<file path="src/rtl/uart_bus_pkg.sv">
// Shared types and constants for the UART register-bus initiator.
package uart_bus_pkg;

  localparam int unsigned ADDR_W = 2;
  localparam int unsigned DATA_W = 8;

  // UART register map as seen on the 2-bit bus address
  localparam logic [ADDR_W-1:0] UART_REG_DATA   = 2'd0;
  localparam logic [ADDR_W-1:0] UART_REG_STATUS = 2'd1;
  localparam logic [ADDR_W-1:0] UART_REG_CTRL   = 2'd2;
  localparam logic [ADDR_W-1:0] UART_REG_BAUD   = 2'd3;

  typedef enum logic [2:0] {
    IDLE     = 3'd0,
    SETUP    = 3'd1,
    HIGH     = 3'd2,
    HOLD     = 3'd3,
    WAIT_ACK = 3'd4,
    DONE     = 3'd5
  } bus_state_e;

  // Command payload as presented on the valid/ready port
  typedef struct packed {
    logic              we;
    logic [ADDR_W-1:0] addr;
    logic [DATA_W-1:0] wdata;
  } bus_cmd_t;

  // Width of a counter that must hold values 1..max_count
  function automatic int unsigned cnt_width(input int unsigned max_count);
    if (max_count < 2) return 1;
    return $clog2(max_count + 1);
  endfunction

endpackage

</file>
<file path="src/rtl/uart_bus_master_sync2.sv">
// Generic two-flop synchronizer for asynchronous single-bit or vector inputs.
module sync2 #(
  parameter int unsigned W = 1
) (
  input  logic         clk,
  input  logic         reset,
  input  logic [W-1:0] d,
  output logic [W-1:0] q
);

  logic [W-1:0] meta;

  // Two back-to-back flops; first stage may go metastable
  always_ff @(posedge clk) begin
    if (reset) begin
      meta <= '0;
      q    <= '0;
    end else begin
      meta <= d;
      q    <= meta;
    end
  end

endmodule

</file>
<file path="src/rtl/uart_bus_master.sv">
// Register-bus initiator for the UART slave: runs one setup/high/hold bus
// cycle per accepted command, waits for ack, and returns read data and status.
module uart_bus_master
  import uart_bus_pkg::*;
#(
  parameter int unsigned CLK_DIV     = 4,
  parameter int unsigned ACK_TIMEOUT = 16,
  parameter bit          USE_ACK     = 1'b1
) (
  input  logic              clk,
  input  logic              reset,
  input  logic              cmd_valid,
  output logic              cmd_ready,
  input  logic              cmd_we,
  input  logic [ADDR_W-1:0] cmd_addr,
  input  logic [DATA_W-1:0] cmd_wdata,
  output logic              rsp_valid,
  output logic [DATA_W-1:0] rsp_rdata,
  output logic              rsp_err,
  output logic [ADDR_W-1:0] bus_addr,
  output logic [DATA_W-1:0] bus_data_out,
  output logic              bus_we,
  input  logic [DATA_W-1:0] bus_data_in,
  output logic              bus_clk,
  output logic              bus_stb,
  input  logic              bus_ack
);

  localparam int unsigned PW = cnt_width(CLK_DIV);
  localparam int unsigned TW = cnt_width(ACK_TIMEOUT);

  bus_state_e        state, state_d;
  logic [PW-1:0]     phase_cnt, phase_d;
  logic [TW-1:0]     to_cnt, to_d;
  logic              ack_sync;
  logic              ack_seen, ack_seen_d;
  logic [DATA_W-1:0] rd_data, rd_d;
  logic [ADDR_W-1:0] addr_d;
  logic [DATA_W-1:0] dout_d;
  logic              we_d, bclk_d, stb_d;
  logic              rsp_valid_d, rsp_err_d;
  logic [DATA_W-1:0] rsp_rdata_d;
  logic              phase_last, to_last;
  logic              finish, finish_err;
  bus_cmd_t          cmd_in;

  assign cmd_in     = {cmd_we, cmd_addr, cmd_wdata};
  assign cmd_ready  = (state == IDLE) & ~reset;
  assign phase_last = (phase_cnt == PW'(CLK_DIV));
  assign to_last    = (to_cnt == TW'(ACK_TIMEOUT));

  sync2 #(.W(1)) u_ack_sync (
    .clk   (clk),
    .reset (reset),
    .d     (bus_ack),
    .q     (ack_sync)
  );

  // State register
  always_ff @(posedge clk) begin
    if (reset) state <= IDLE;
    else       state <= state_d;
  end

  // Next-state and next-output logic for the bus cycle sequencer
  always_comb begin
    state_d     = state;
    phase_d     = phase_cnt;
    to_d        = to_cnt;
    ack_seen_d  = ack_seen;
    rd_d        = rd_data;
    addr_d      = bus_addr;
    dout_d      = bus_data_out;
    we_d        = bus_we;
    bclk_d      = bus_clk;
    stb_d       = bus_stb;
    rsp_valid_d = 1'b0;
    rsp_rdata_d = rsp_rdata;
    rsp_err_d   = rsp_err;
    finish      = 1'b0;
    finish_err  = 1'b0;

    if (ack_sync && (state inside {SETUP, HIGH, HOLD, WAIT_ACK})) ack_seen_d = 1'b1;

    case (state)
      IDLE: begin
        ack_seen_d = 1'b0;
        if (cmd_valid && cmd_ready) begin
          addr_d  = cmd_in.addr;
          we_d    = cmd_in.we;
          dout_d  = cmd_in.we ? cmd_in.wdata : '0;
          stb_d   = 1'b1;
          bclk_d  = 1'b0;
          phase_d = PW'(1);
          rd_d    = '0;
          state_d = SETUP;
        end
      end
      SETUP: begin
        if (phase_last) begin
          phase_d = PW'(1);
          bclk_d  = 1'b1;
          state_d = HIGH;
        end else begin
          phase_d = phase_cnt + PW'(1);
        end
      end
      HIGH: begin
        if (phase_last) begin
          phase_d = PW'(1);
          bclk_d  = 1'b0;
          if (!bus_we) rd_d = bus_data_in;
          state_d = HOLD;
        end else begin
          phase_d = phase_cnt + PW'(1);
        end
      end
      HOLD: begin
        if (phase_last) begin
          // An ack arriving on the last hold cycle still counts as early
          if (!USE_ACK || ack_seen || ack_sync) begin
            finish = 1'b1;
          end else begin
            to_d    = TW'(1);
            state_d = WAIT_ACK;
          end
        end else begin
          phase_d = phase_cnt + PW'(1);
        end
      end
      WAIT_ACK: begin
        if (ack_sync) begin
          finish = 1'b1;
        end else if (to_last) begin
          finish     = 1'b1;
          finish_err = 1'b1;
        end else begin
          to_d = to_cnt + TW'(1);
        end
      end
      DONE:    state_d = IDLE;
      default: state_d = IDLE;
    endcase

    if (finish) begin
      state_d     = DONE;
      rsp_valid_d = 1'b1;
      rsp_err_d   = finish_err;
      rsp_rdata_d = bus_we ? '0 : rd_data;
      stb_d       = 1'b0;
      we_d        = 1'b0;
      bclk_d      = 1'b0;
    end
  end

  // Registered bus, response, counter and capture state
  always_ff @(posedge clk) begin
    if (reset) begin
      phase_cnt    <= '0;
      to_cnt       <= '0;
      ack_seen     <= 1'b0;
      rd_data      <= '0;
      bus_addr     <= '0;
      bus_data_out <= '0;
      bus_we       <= 1'b0;
      bus_clk      <= 1'b0;
      bus_stb      <= 1'b0;
      rsp_valid    <= 1'b0;
      rsp_rdata    <= '0;
      rsp_err      <= 1'b0;
    end else begin
      phase_cnt    <= phase_d;
      to_cnt       <= to_d;
      ack_seen     <= ack_seen_d;
      rd_data      <= rd_d;
      bus_addr     <= addr_d;
      bus_data_out <= dout_d;
      bus_we       <= we_d;
      bus_clk      <= bclk_d;
      bus_stb      <= stb_d;
      rsp_valid    <= rsp_valid_d;
      rsp_rdata    <= rsp_rdata_d;
      rsp_err      <= rsp_err_d;
    end
  end

endmodule

</file>
<file path="config.mk">
export PLATFORM = sky130hd
export DESIGN_NAME = uart_bus_master
export DESIGN_NICKNAME = d
export VERILOG_FILES = /design/src/rtl/uart_bus_pkg.sv /design/src/rtl/uart_bus_master_sync2.sv /design/src/rtl/uart_bus_master.sv
export SDC_FILE = /design/constraint.sdc
export NUM_CORES = 1
export LEC_CHECK = 0
export ABC_CLOCK_PERIOD_IN_PS = 5300
export CORE_MARGIN = 1.5
export CORE_UTILIZATION = 52
export DETAILED_ROUTE_END_ITERATION = 16
export PLACE_DENSITY_LB_ADDON = 0.1
export SKIP_CTS_REPAIR_TIMING = 1
export SYNTH_ARGS = -nofsm -noshare
export SYNTH_HDL_FRONTEND = slang
export SYNTH_SLANG_ARGS = --single-unit
</file>
<file path="constraint.sdc">
create_clock -name clk -period 5.3 [get_ports clk]
set_clock_uncertainty 0.05 [all_clocks]
set_input_delay 1.325 -clock clk [delete_from_list [all_inputs] [get_ports clk]]
set_output_delay 1.325 -clock clk [all_outputs]
set_load 0.01 [all_outputs]
</file>
==> impl_metrics.env <==
export IMPL_outcome="finished clean"
export IMPL_hold_path_class="flip-flop to flip-flop"
export IMPL_end_kind="output pin"
export IMPL_syn_to_final_growth_pct=27.5
export IMPL_vias=1888
export IMPL_min_period_ps=4090
export IMPL_routed_wl_um=4750
export IMPL_tightest_slew_ps=1190
export IMPL_diodes=0
export IMPL_drtIter0Drc=139
export IMPL_clk_latency_ps=300
export IMPL_max_cap_violations=0
export IMPL_num_io_pins=47
export IMPL_rows=22
export IMPL_synth_most_common_cell="dfxtp_1"
export IMPL_fin_ws_ps=1210
export IMPL_synth_top_cells_by_count="dfxtp_1, a21oi_1, nand2_1, o211ai_1"
export IMPL_place_ws_ps=1220
export IMPL_synth_top_cell_area_share_pct=43.5
export IMPL_hold_viol_final=0
export IMPL_root_buffer="clkbuf_8"
export IMPL_syn_area_um2=2070
export IMPL_synth_top_flop_cell="dfxtp_1"
export IMPL_io_buffers=46
export IMPL_die_x_um=66.1
export IMPL_synth_top_area_cell="dfxtp_1"
export IMPL_ir_drop_v=0.000210
export IMPL_nFillCells=321
export IMPL_grt_pass1_vias=1786
export IMPL_dr_pass1_iters=4
export IMPL_coreArea_um2=3740
export IMPL_antenna_left=0
export IMPL_start_util_pct=55.3
export IMPL_critical_path_required_ps=3920
export IMPL_setup_viol=0
export IMPL_numClockSinks=45
export IMPL_dp_hpwl_um=3110
export IMPL_p_leak_nw=0.841
export IMPL_postLayoutCoreUtil_pct=70.5
export IMPL_synth_edf_count=0
export IMPL_cts_buffers=5
export IMPL_placedCellCount=316
export IMPL_drc=0
export IMPL_clockBufferDepth=2
export IMPL_grt_ovfl_total=0
export IMPL_layout_drive_gt1_share_pct=4.71
export IMPL_drv_slew=0
export IMPL_grt_use_total_pct=24.3
export IMPL_powerDensity_nw_per_um2=259
export IMPL_synthDistinctLibCells=46
export IMPL_synthesis_nets=266
export IMPL_cts_tree="yes"
export IMPL_fin_nets=302
export IMPL_start_kind="primary input"
export IMPL_timing_fmax_mhz=244
export IMPL_instances_no_fill=324
export IMPL_finalSetupTns_ps=0
export IMPL_wl_per_cell_um=14.7
export IMPL_synth_area_leaders="dfxtp_1, a21oi_1, o211ai_1, nand2_1, nand3b_1"
export IMPL_crit_type="primary input to output pin"
export IMPL_yosysWarnings=0
export IMPL_gp_congestion=0.741
export IMPL_finalCritPeriodShare_pct=77.2
export IMPL_synth_area_per_cell_um2=8.66
export IMPL_die_area_um2=4370
export IMPL_power_total_w=0.000684
export IMPL_synth_seq_cells=45
export IMPL_h_tree_depth=2
export IMPL_postSynth_asyncResetShare_pct=0
export IMPL_vias_per_cell=5.83
export IMPL_seq_area_frac_synth_pct=43.5
export IMPL_rsz0062_at_grt="no"
export IMPL_clkTransAtPathRegs_ps=80
export IMPL_critical_path_peak_fanout=5
export IMPL_crit_arrival_ps=2720
export IMPL_synth_cells=239
export IMPL_grt_antenna_before_repair=0
export IMPL_grt_pass1_wl_um=8210
export IMPL_timing_slew_headroom_pct=20.4
export IMPL_grt_start_max_net_pins=46
export IMPL_die_y_um=66.1
==> layout by cell type, fill, tap and decap left out, types with 2 or more instances in the layout <==
| cell | n |
|---|---|
| dfxtp_1 | 45 |
| a32oi_1 | 3 |
| inv_1 | 9 |
| ha_1 | 4 |
| or3_1 | 3 |
| nor4_1 | 3 |
| nor3_1 | 5 |
| a32o_1 | 2 |
| nor2b_1 | 4 |
| nand2b_1 | 2 |
| nand2_1 | 27 |
| nand3_1 | 11 |
| and2_1 | 2 |
| nand3b_1 | 10 |
| nor2_1 | 5 |
| o21ai_0 | 5 |
| clkbuf_8 | 6 |
| clkdlybuf4s50_1 | 46 |
| a211oi_1 | 4 |
| a21oi_1 | 36 |
| o211ai_1 | 17 |
==> power breakdown <==
group          total (W)  switching (W)  internal, W
registers       0.000351     0.00000638     0.000344
logic          0.0000612      0.0000288    0.0000325
clock network   0.000272       0.000118     0.000154
total           0.000684       0.000153     0.000531
==> registers in the layout, summed over array words and instances (netlist names) <==
| signal | cells |
|---|---|
| ack_seen | 1 |
| bus_addr | 2 |
| bus_clk | 1 |
| bus_data_out | 8 |
| bus_stb | 1 |
| bus_we | 1 |
| phase_cnt | 3 |
| rd_data | 8 |
| rsp_err | 1 |
| rsp_rdata | 8 |
| rsp_valid | 1 |
| state | 3 |
| to_cnt | 5 |
| u_ack_sync.meta | 1 |
| u_ack_sync.q | 1 |
==> area by class of cell <==
cell class / count / area (um2) / share of cell area, %
Multi-Input combinational cell: 166 / 1060 / 40.0
Sequential cell: 45 / 901 / 34.1
Timing Repair Buffer: 47 / 468 / 17.7
Clock buffer: 7 / 86.3 / 3.27
Tap cell: 48 / 60.1 / 2.28
Inverter: 10 / 37.5 / 1.42
Clock inverter: 1 / 30.0 / 1.14
==> metal layers <==
layer	up-vias	routed length [um]	global-route usage (%)
met4	0	55	7.65
met5	-	0	0
met2	43	2310	40.0
li1	949	-	-
met1	889	2190	31.9
met3	7	205	4.94
==> kinds of logic (layout without fill, tap and decap cells) <==
| group | count (synthesis) | in the layout | synth area share (%) |
|---|---|---|---|
| AO/OA/AOI/OAI | 79 | 79 | 25.5 |
| XOR/XNOR | 1 | 1 | 0.423 |
| adder cells (fa/ha/maj) | 4 | 4 | 2.42 |
| buffers and inverters | 28 | 65 | 5.44 |
| flip-flops | 45 | 45 | 43.5 |
| multiplexers | 1 | 1 | 0.484 |
| AND/OR/NAND/NOR | 81 | 81 | 22.2 |
==> worst max-delay path: stages <==
cell	delay [ps]
clkdlybuf4s50_1	440
nor4_2	330
clkdlybuf4s50_1	620
==> per-stage QoR <==
stage               area, um2  hold WS (ps)
global route             2640           425
finish                   2640           404
global placement         2520           388
floorplan                2070           364
detailed placement       2520           395
CTS                      2640           406
==> final timing paths <==
path / from / end / slack [ps] / cells after the start
worst min-delay path: bus_data_out[4]$_SDFFE_PP0P_ / bus_data_out[4]$_SDFFE_PP0P_ / 400 / 2
worst max-delay path: reset / cmd_ready / 1210 / 3
worst max register to register: phase_cnt[0]$_SDFFE_PP0P_ / rd_data[7]$_SDFFE_PP0P_ / 2790 / 6
worst min register to register: bus_data_out[4]$_SDFFE_PP0P_ / bus_data_out[4]$_SDFFE_PP0P_ / 400 / 2
No activity file was read; power rests on OpenSTA's default activity.
